## config.mk

```make
export PLATFORM = sky130hd
export DESIGN_NAME = bs_refill_ctrl
export DESIGN_NICKNAME = d
export VERILOG_FILES = /design/src/rtl/bs_refill_pkg.sv /design/src/rtl/refill_credit.sv /design/src/rtl/bs_refill_ctrl.sv
export SDC_FILE = /design/constraint.sdc
export NUM_CORES = 1
export LEC_CHECK = 0
export CORE_MARGIN = 3
export CORE_UTILIZATION = 57
export DETAILED_ROUTE_END_ITERATION = 10
export GPL_TIMING_DRIVEN = 0
export PLACE_DENSITY = 0.95
export SYNTH_ARGS = -nofsm -noshare
export SYNTH_HDL_FRONTEND = slang
export SYNTH_SLANG_ARGS = --single-unit
```

## constraint.sdc

```tcl
create_clock -name clk -period 11.52 [get_ports clk]
set_input_delay 1.728 -clock clk [delete_from_list [all_inputs] [get_ports clk]]
set_output_delay 1.728 -clock clk [all_outputs]
set_load 0.01 [all_outputs]
```

## src/rtl/bs_refill_pkg.sv

```systemverilog
// Shared constants and FSM encoding for the bitstream FIFO refill scheduler.
package bs_refill_pkg;

  localparam int WORD_BYTES = 8;
  localparam int LEN_BITS   = 8;

  // Fixed state encoding kept compatible with existing debug tooling.
  typedef logic [2:0] state_t;
  localparam state_t ST_IDLE  = 3'd0;
  localparam state_t ST_CALC  = 3'd1;
  localparam state_t ST_REQ   = 3'd2;
  localparam state_t ST_DRAIN = 3'd3;
  localparam state_t ST_FIN   = 3'd4;

endpackage

```

## src/rtl/refill_credit.sv

```systemverilog
// Tracks words requested but not yet written into the FIFO, and the free
// FIFO space left once those in-flight words have landed.
module refill_credit
  import bs_refill_pkg::*;
#(
  parameter int addr_bits = 10
) (
  input  logic                 clk,
  input  logic                 aclr,
  input  logic                 hs,
  input  logic [LEN_BITS-1:0]  len,
  input  logic                 fifo_wr,
  input  logic [addr_bits-1:0] words_avail,
  output logic [addr_bits:0]   inflight,
  output logic [addr_bits:0]   space
);

  localparam logic [addr_bits:0] CAP = (addr_bits + 1)'((1 << addr_bits) - 1);

  logic [addr_bits:0] inflight_next;

  // A word stays counted until it is actually written, so the registered
  // write stage never lets the FIFO be over-committed.
  always_comb begin
    inflight_next = inflight;
    if (hs) begin
      inflight_next = inflight_next + (addr_bits + 1)'(len);
    end
    if (fifo_wr) begin
      inflight_next = inflight_next - (addr_bits + 1)'(1);
    end
  end

  always_ff @(posedge clk or posedge aclr) begin
    if (aclr) begin
      inflight <= '0;
    end else begin
      inflight <= inflight_next;
    end
  end

  assign space = CAP - {1'b0, words_avail} - inflight;

endmodule

```

## src/rtl/bs_refill_ctrl.sv

```systemverilog
// Walks a byte range in external memory, issuing burst reads only when the
// FIFO can absorb the burst plus everything already in flight.
module bs_refill_ctrl
  import bs_refill_pkg::*;
#(
  parameter int addr_bits     = 10,
  parameter int burst_len     = 16,
  parameter int mem_addr_bits = 32
) (
  input  logic                     clk,
  input  logic                     aclr,
  input  logic                     start,
  input  logic [mem_addr_bits-1:0] base_addr,
  input  logic [mem_addr_bits-1:0] end_addr,
  input  logic [addr_bits-1:0]     words_avail,
  input  logic                     wr_full,
  output logic                     req_valid,
  input  logic                     req_ready,
  output logic [mem_addr_bits-1:0] req_addr,
  output logic [7:0]               req_len,
  input  logic                     rsp_valid,
  input  logic [63:0]              rsp_data,
  output logic                     fifo_wr,
  output logic [63:0]              fifo_wr_data,
  output logic                     busy,
  output logic                     done,
  output logic                     err
);

  localparam int CMP_W = (addr_bits + 1 > LEN_BITS) ? addr_bits + 1 : LEN_BITS;
  localparam logic [mem_addr_bits-1:0] WORD_MASK = mem_addr_bits'(WORD_BYTES - 1);

  state_t                   state_reg;
  logic [mem_addr_bits-1:0] cur_addr_reg;
  logic [mem_addr_bits-1:0] rem_words_reg;
  logic [mem_addr_bits-1:0] base_al;
  logic [mem_addr_bits-1:0] start_words;
  logic [LEN_BITS-1:0]      len;
  logic [addr_bits:0]       inflight;
  logic [addr_bits:0]       space;
  logic                     hs;
  logic                     fits;

  assign base_al     = base_addr & ~WORD_MASK;
  assign start_words = (end_addr - base_al + WORD_MASK) >> 3;
  assign len         = (rem_words_reg >= mem_addr_bits'(burst_len)) ? LEN_BITS'(burst_len)
                                                                    : rem_words_reg[LEN_BITS-1:0];
  assign fits        = CMP_W'(space) >= CMP_W'(len);
  assign hs          = (state_reg == ST_REQ) && req_valid && req_ready;

  refill_credit #(
    .addr_bits(addr_bits)
  ) u_credit (
    .clk        (clk),
    .aclr       (aclr),
    .hs         (hs),
    .len        (req_len),
    .fifo_wr    (fifo_wr),
    .words_avail(words_avail),
    .inflight   (inflight),
    .space      (space)
  );

  always_ff @(posedge clk or posedge aclr) begin
    if (aclr) begin
      state_reg     <= ST_IDLE;
      cur_addr_reg  <= '0;
      rem_words_reg <= '0;
      req_valid     <= 1'b0;
      req_addr      <= '0;
      req_len       <= '0;
      busy          <= 1'b0;
      done          <= 1'b0;
    end else begin
      done <= 1'b0;
      case (state_reg)
        ST_IDLE: begin
          if (start) begin
            cur_addr_reg  <= base_al;
            rem_words_reg <= start_words;
            busy          <= 1'b1;
            state_reg     <= ST_CALC;
          end
        end
        ST_CALC: begin
          if (rem_words_reg == '0) begin
            state_reg <= ST_DRAIN;
          end else if (fits) begin
            req_valid <= 1'b1;
            req_addr  <= cur_addr_reg;
            req_len   <= len;
            state_reg <= ST_REQ;
          end
        end
        ST_REQ: begin
          // Address and length stay frozen until the reader takes them.
          if (req_ready) begin
            req_valid     <= 1'b0;
            cur_addr_reg  <= cur_addr_reg + (mem_addr_bits'(req_len) << 3);
            rem_words_reg <= rem_words_reg - mem_addr_bits'(req_len);
            state_reg     <= ST_CALC;
          end
        end
        ST_DRAIN: begin
          if (inflight == '0) begin
            done      <= 1'b1;
            busy      <= 1'b0;
            state_reg <= ST_FIN;
          end
        end
        ST_FIN: begin
          state_reg <= ST_IDLE;
        end
        default: begin
          state_reg <= ST_IDLE;
        end
      endcase
    end
  end

  // A response with nothing outstanding is dropped; writing into a full
  // FIFO is flagged but the word is still passed on.
  always_ff @(posedge clk or posedge aclr) begin
    if (aclr) begin
      fifo_wr      <= 1'b0;
      fifo_wr_data <= '0;
      err          <= 1'b0;
    end else begin
      fifo_wr <= rsp_valid && (inflight != '0);
      if (rsp_valid) begin
        fifo_wr_data <= rsp_data;
      end
      if (rsp_valid && ((inflight == '0) || wr_full)) begin
        err <= 1'b1;
      end
    end
  end

endmodule

```

==> run_results.csv, run 1 <==
group,metric,value,unit
status,status,"completed",
route,dr_wl_met2,18700,µm
route,routed.top_layer,"met4",
synthesis,netlist.area_leader.share,37.4,%
critical_path,required,11.85,ns
synthesis,ys_seq_elements,181,
synthesis,synthTopCellsByArea,"dfrtp_1, ha_1, mux2_2, o21ai_0, nor2_1",
cts,path_clk_slew,0.08,ns
power_and_ir_drop,p_leak,6.87,nW
route,drt-total-wl,38300,µm
cts,cts_buffer_depth,2,
critical_path,crit_arrival,6.14,ns
synthesis,netlist_area,12100,µm²
synthesis,syn-instance-count,1243,
critical_path,cp-end-kind,"register",
synthesis,async_reset_ff_share,100,%
timing,finalHoldWorstSlack,0.506,ns
layout,final_util,75.7,%
timing,drv_slew,0,
timing,rsz0062_at_grt,"no",
layout,fillCellCount,1379,
synthesis,yosysTopAreaCell,"dfrtp_1",
power_and_ir_drop,p_per_area,215,nW/µm²
route,wl_per_cell,21.3,µm
timing,slew_headroom,13.1,%
layout,drive_gt1_share,9.91,%
die,rows,52,
synthesis,yosysMostFrequentCell,"dfrtp_1",
die,die-area,23000,µm²
placement,globalplace.congestion,0.961,
power_and_ir_drop,p_int,1.90,mW
global_routing,first_global_vias,11175,
cts,worstSkewPairLatency,0.45,ns
timing,fin_crit_sh,50.4,%
cts,cts_htree_levels,4,
placement,io_buffers,244,
cts,post_cts_resized,0,
power_and_ir_drop,power_frac_comb,50.5,%
synthesis,yosys.area_share.adder,11.9,%
route,wirelength_met1,13400,µm
global_routing,antenna_found_initial,0,
power_and_ir_drop,p_clk_share,18.2,%
timing,finalSetupViolCount,0,
layout,final_cells,1794,
power_and_ir_drop,p_sw_share,43.4,%
timing,worst_clock_skew,0.0129,ns
die,die_w,152,µm
synthesis,synthSimpleGateAreaFrac,14.7,%
route,viasPerCell,6.38,
synthesis,synth_xor_area_share,3.55,%
global_routing,grt-ovfl-total,0,
synthesis,synth-main-ff-cell,"dfrtp_1",
power_and_ir_drop,power_frac_seq,31.3,%
route,dr.pass1.iters,6,
route,postRouteAntennaNets,0,
critical_path,cp_max_fo,10,
layout,largest_reg_flops,64,
placement,dp.cells,1762,
synthesis,yosysUniqueCellTypes,83,
route,vias,11441,
power_and_ir_drop,vdd_drop_max,101,µV
cts,cts_tree,"yes",
synthesis,synth_compound_area_share,17.1,%
cts,cts-root-buf,"clkbuf_16",
die,die_height,152,µm
synthesis,synth_seq_area_share,37.4,%
cts,hold_buffers,0,
synthesis,synth_common_cells,"dfrtp_1, ha_1, nor2_1, inv_1, mux2_2",
power_and_ir_drop,power.switching,1.45,mW
min_path,min_path_type,"reg2reg",
timing,period_minus_slack,5.81,ns
synthesis,syn-mean-instance-area,9.74,µm²
route,drc_errors,0,
route,drtIter0Drc,1180,
layout,diodes,0,
die,core,20600,µm²
cts,postCtsSetupBuffers,0,
layout,area_growth_syn_to_layout,28.6,%
layout,final_nets,1768,
timing,max_freq,0.172,GHz
timing,finalHoldViolCount,0,
synthesis,synthMuxAreaShare,10.5,%
cts,cts.sinks,181,
critical_path,worstSetupStartpointType,"input pin",
synthesis,synth_edf_count,0,
placement,place_hpwl,29400,µm
global_routing,track_usage,32.4,%
job,cap_viol_max_count,0,
synthesis,synth_top_family_by_area,"compound AO/OA/AOI/OAI gates",
synthesis,yosysWarnings,0,
global_routing,grt_pass1_wl,58300,µm
die,ios,253,
cts,numCtsBuffers,17,
route,wl_met3,4300,µm
die,start_util,58.9,%
timing,fin_setup_tns,0,ns
timing,tightestPinTransition,1.29,ns
critical_path,worstSetupPathType,"in2reg",
global_routing,grt_max_degree,119,
==> metrics by stage <==
step,area (µm²),setup WS [ns],total power [mW]
after floorplan,12100,4.88,2.08
after global placement,14900,2.63,2.59
after detailed placement,14900,5.27,2.68
after CTS,15600,5.75,3.31
after global routing,15600,5.50,3.53
final,15600,5.71,3.35
==> power by group through the flow <==
stage / sequential, mW / combinational (mW) / clock [mW]
after floorplan: 1.01 / 1.07 / 0
after global placement: 1.03 / 1.56 / 0
after detailed placement: 1.05 / 1.64 / 0
after CTS: 1.04 / 1.66 / 0.613
after global routing: 1.07 / 1.83 / 0.635
final: 1.05 / 1.69 / 0.610
==> layer usage <==
metal / up-vias / GRT usage (%)
met4: 0 / 16.4
met1: 5393 / 38.2
met2: 768 / 56.3
met5: - / 0
met3: 166 / 6.51
li1: 5114 / -
==> layout make-up <==
type	count	area [µm²]	share of cell area (%)
plain buffers	56	277	1.78
flip-flops and latches	181	4530	29.1
clock inverters	15	201	1.29
repair buffers	245	2470	15.9
clock buffers	17	425	2.73
well taps	270	338	2.17
inverters	81	312	2.00
multi-input cells	929	7010	45.0
==> logic make-up after synthesis <==
| family | count (synthesis) |
|---|---|
| xor gates and xnor gates | 49 |
| AOI/OAI and AO/OA | 304 |
| muxes | 111 |
| and+or+nand+nor | 346 |
| other | 2 |
| DFF | 181 |
| buffers and inverters | 137 |
| adders and majority gates | 113 |
==> critical path, stage by stage <==
cell and delay (ns):
clkdlybuf4s50_1 0.45, inv_1 0.04, ha_1 0.28, ha_1 0.23, fa_1 0.42, a211o_1 0.34
and2_1 0.19, o21ai_0 0.22, nor2b_1 0.21, xnor2_1 0.13, ha_1 0.26, a21oi_1 0.16
nand3_1 0.09, a211oi_1 0.24, nand4b_1 0.26, nand4b_2 0.19, buf_6 0.19, buf_8 0.16
mux2_1 0.33
==> cell usage in the layout, fill, tap and decap left out, drive strengths merged, types with 6 or more instances in the layout <==
| cell | netlist | layout |
|---|---|---|
| a211oi | 24 | 24 |
| mux2 | 95 | 95 |
| nand2b | 7 | 7 |
| o211ai | 18 | 18 |
| inv | 81 | 88 |
| buf | 15 | 16 |
| o221ai | 9 | 9 |
| nand4 | 15 | 15 |
| o31ai | 6 | 6 |
| clkinv | 0 | 8 |
| clkdlybuf4s50 | 0 | 244 |
| conb | 2 | 6 |
| xnor2 | 26 | 26 |
| or3 | 14 | 14 |
| a21oi | 60 | 60 |
| o21ai | 64 | 64 |
| dfrtp | 181 | 181 |
| nor2b | 12 | 12 |
| nor2 | 86 | 86 |
| nand3 | 22 | 22 |
| and3 | 20 | 20 |
| nand2 | 70 | 70 |
| xor2 | 23 | 23 |
| or4 | 6 | 6 |
| a311oi | 12 | 12 |
| a21o | 19 | 19 |
| nor4 | 19 | 19 |
| o21a | 17 | 17 |
| mux2i | 16 | 16 |
| clkbuf | 41 | 58 |
| nor3 | 37 | 37 |
| a31oi | 15 | 15 |
| ha | 109 | 109 |
| and2 | 15 | 15 |
==> final timing paths <==
path,slack (ns),cells past startpoint,end,startpoint
worst max-delay path,5.71,19,req_addr[24]$_DFFE_PP0P_,words_avail[1]
worst min-delay path,0.51,1,req_addr[23]$_DFFE_PP0P_,req_addr[23]$_DFFE_PP0P_
worst max register to register,6.92,18,req_addr[24]$_DFFE_PP0P_,u_credit.inflight[1]$_DFF_PP0_
worst min register to register,0.51,1,req_addr[23]$_DFFE_PP0P_,req_addr[23]$_DFFE_PP0P_
max in group asynchronous,8.86,3,cur_addr_reg[19]$_DFFE_PP0P_,aclr
min in group asynchronous,1.70,2,fifo_wr_data[56]$_DFFE_PP0P_,aclr
Power figures use the tool's default switching activity.
==> run 2: changes to the inputs <==
- CORE_UTILIZATION: 57 -> 47
- PLACE_DENSITY: 0.95 -> 0.85
- clock period: 11.52 -> 4.8 ns (I/O delays scaled with it)
==> run 2 against run 1 <==
  * Clock skew rose by 0.0039 ns
  * Total power up 140%
  * Core utilization fell by 14 points
  * Combinational power rose by 140%
  * Design area up 0.64%
  * Flip-flop and latch count unchanged
  * Via count is 4.1% lower
  * Non-clock buffer count increased by 5
  * Count of clock-buffer cells in the layout unchanged
  * Setup slack got worse by 5.5 ns
  * Clock power up 130%
  * Routed wire length is 5.6% lower
==> run_results.csv, run 2 (same netlist as run 1, synthesis figures left out) <==
group,metric,value,unit
critical_path,max_stage_delay,0.46,ns
layout,ff_latch_area,4530,µm²
timing,drv_slew,0,
die,die_height,166,µm
critical_path,cp-end-kind,"register",
placement,place_hpwl,28200,µm
cts,cts-root-buf,"clkbuf_16",
timing,fin_ws,0.250,ns
timing,finalHoldWorstSlack,0.471,ns
placement,globalplace.congestion,0.933,
critical_path,cp_slowest_cell,"clkdlybuf4s50_1",
job,cap_viol_max_count,0,
timing,finalHoldViolCount,0,
route,drc_errors,0,
timing,period_minus_slack,4.55,ns
layout,area_growth_syn_to_layout,29.4,%
route,viasPerCell,5.90,
status,status,"completed",
timing,worst_clock_skew,0.0169,ns
placement,pre_cts_slack,-0.409,ns
cts,worstSkewPairLatency,0.44,ns
layout,final_cell_mix,"clkdlybuf4s50_1, dfrtp_1, ha_1",
die,rows,58,
timing,fin_crit_sh,94.8,%
route,postRouteAntennaNets,0,
min_path,min_path_type,"reg2reg",
timing,slew_headroom,8.63,%
layout,diodes,0,
global_routing,grt_max_degree,40,
timing,rsz0062_at_grt,"no",
layout,largest_reg_flops,64,
route,wl_per_cell,19.4,µm
critical_path,cp_common_cell,"ha_1",
layout,fillCellCount,2038,
layout,multiInputGateArea,7020,µm²
critical_path,cp_max_fo,10,
route,dr.pass1.iters,6,
cts,cts_htree_levels,4,
layout,final_util,62.0,%
cts,numCtsBuffers,17,
critical_path,worstSetupPathType,"in2reg",
timing,finalSetupViolCount,0,
critical_path,cp_cell_sequence,"clkdlybuf4s50_1, inv_1, ha_1, ha_1, fa_2, a211o_1, and2_1, o21ai_1, nor2b_1, xnor2_1, ha_1, a21oi_1, nand3_1, a211oi_1, nand4b_1, buf_4, nand4b_4, buf_6, buf_8, mux2_1",
power_and_ir_drop,p_per_area,504,nW/µm²
route,drtIter0Drc,930,
cts,path_clk_slew,0.07,ns
global_routing,antenna_found_initial,1,
timing,max_freq,0.220,GHz
layout,drive_gt1_share,10.3,%
global_routing,track_usage,25.1,%
global_routing,first_global_vias,10814,
global_routing,grt_pass1_wl,57000,µm
die,start_util,47.9,%
layout,final_nets,1773,
die,ios,253,
critical_path,crit_arrival,4.86,ns
power_and_ir_drop,p_leak,6.88,nW
power_and_ir_drop,vdd_drop_max,306,µV
timing,fin_setup_tns,0,ns
cts,cts_tree,"yes",
placement,io_buffers,244,
route,vias,10977,
critical_path,worstSetupStartpointType,"input pin",
cts,cts.sinks,181,
route,drt-total-wl,36100,µm
critical_path,required,5.11,ns
die,core,25300,µm²
die,die-area,27700,µm²
global_routing,grt-ovfl-total,0,
die,die_w,166,µm
layout,final_common_cell,"clkdlybuf4s50_1",
cts,cts_buffer_depth,2,
timing,tightestPinTransition,1.36,ns
==> run 2: cell count changes in the layout (fill, tap and decap cells not counted), sizes merged <==
cell,previous run,this run
clkinv,8,2
inv,88,91
clkinvlp,0,3
buf,16,21
==> run 2: path summary, 6_finish.rpt <==
| kind | startpoint | end | slack (ns) | cells after the start |
|---|---|---|---|---|
| max | words_avail[1] | req_addr[25]$_DFFE_PP0P_ | 0.25 | 20 |
| min | err$_DFFE_PP0P_ | err$_DFFE_PP0P_ | 0.47 | 1 |
| max reg2reg | rem_words_reg[10]$_DFFE_PP0P_ | req_addr[25]$_DFFE_PP0P_ | 0.38 | 19 |
| min reg2reg | err$_DFFE_PP0P_ | err$_DFFE_PP0P_ | 0.47 | 1 |
| max in group asynchronous | aclr | req_len[0]$_DFFE_PP0P_ | 3.07 | 4 |
| min in group asynchronous | aclr | req_addr[21]$_DFFE_PP0P_ | 0.82 | 2 |
==> run 2: what timing repair did <==
| action | CTS | global route |
|---|---|---|
| endpoints found under the setup margin | 0 | 34 |
| resized for setup | 0 | 3 |
| hold buffers | 0 | 0 |
| setup buffers | 0 | 2 |
==> run 2: stage by stage <==
stage                     area, µm²  power (mW)  instances
after floorplan               12100        5.00       1247
after global placement        15000        6.22       1821
after detailed placement      15100        6.38       1825
after CTS                     15600        7.79       1857
after global routing          15700        8.37       1859
final                         15700        7.88       1859
==> run 2: cell type report <==
type,instances,area share (%)
inverters,81,1.97
flip-flops and latches,181,28.9
clock buffers,17,2.72
repair buffers,250,16.2
multi-input cells,929,44.8
plain buffers,56,1.77
well taps,330,2.64
clock inverters,15,0.967
==> run 2: power by group <==
part           switching (mW)  total (mW)  internal (mW)  leakage (nW)
Combinational            2.17        4.02           1.84          4.45
Sequential              0.463        2.47           2.01          2.15
Clock                   0.698        1.40          0.698         0.280
Total                    3.34        7.88           4.55          6.88
==> run 2: worst max-delay path: cells and delay by family <==
kind | cells | cell delay (ns)
buffers and inverters | 5 | 1.02
AOI/OAI and AO/OA | 4 | 0.87
and+or+nand+nor | 5 | 0.65
adders and majority gates | 4 | 1.13
xor gates and xnor gates | 1 | 0.13
muxes | 1 | 0.33
==> run 2: routing by layer <==
metal	up-vias	wire, µm	track usage (%)	part of all wire, %
met5	-	20	0	0.055
met3	88	2850	3.30	7.9
met2	598	18000	44.2	50
li1	5113	-	-	-
met1	5176	14300	31.8	39
met4	2	1020	8.90	2.8
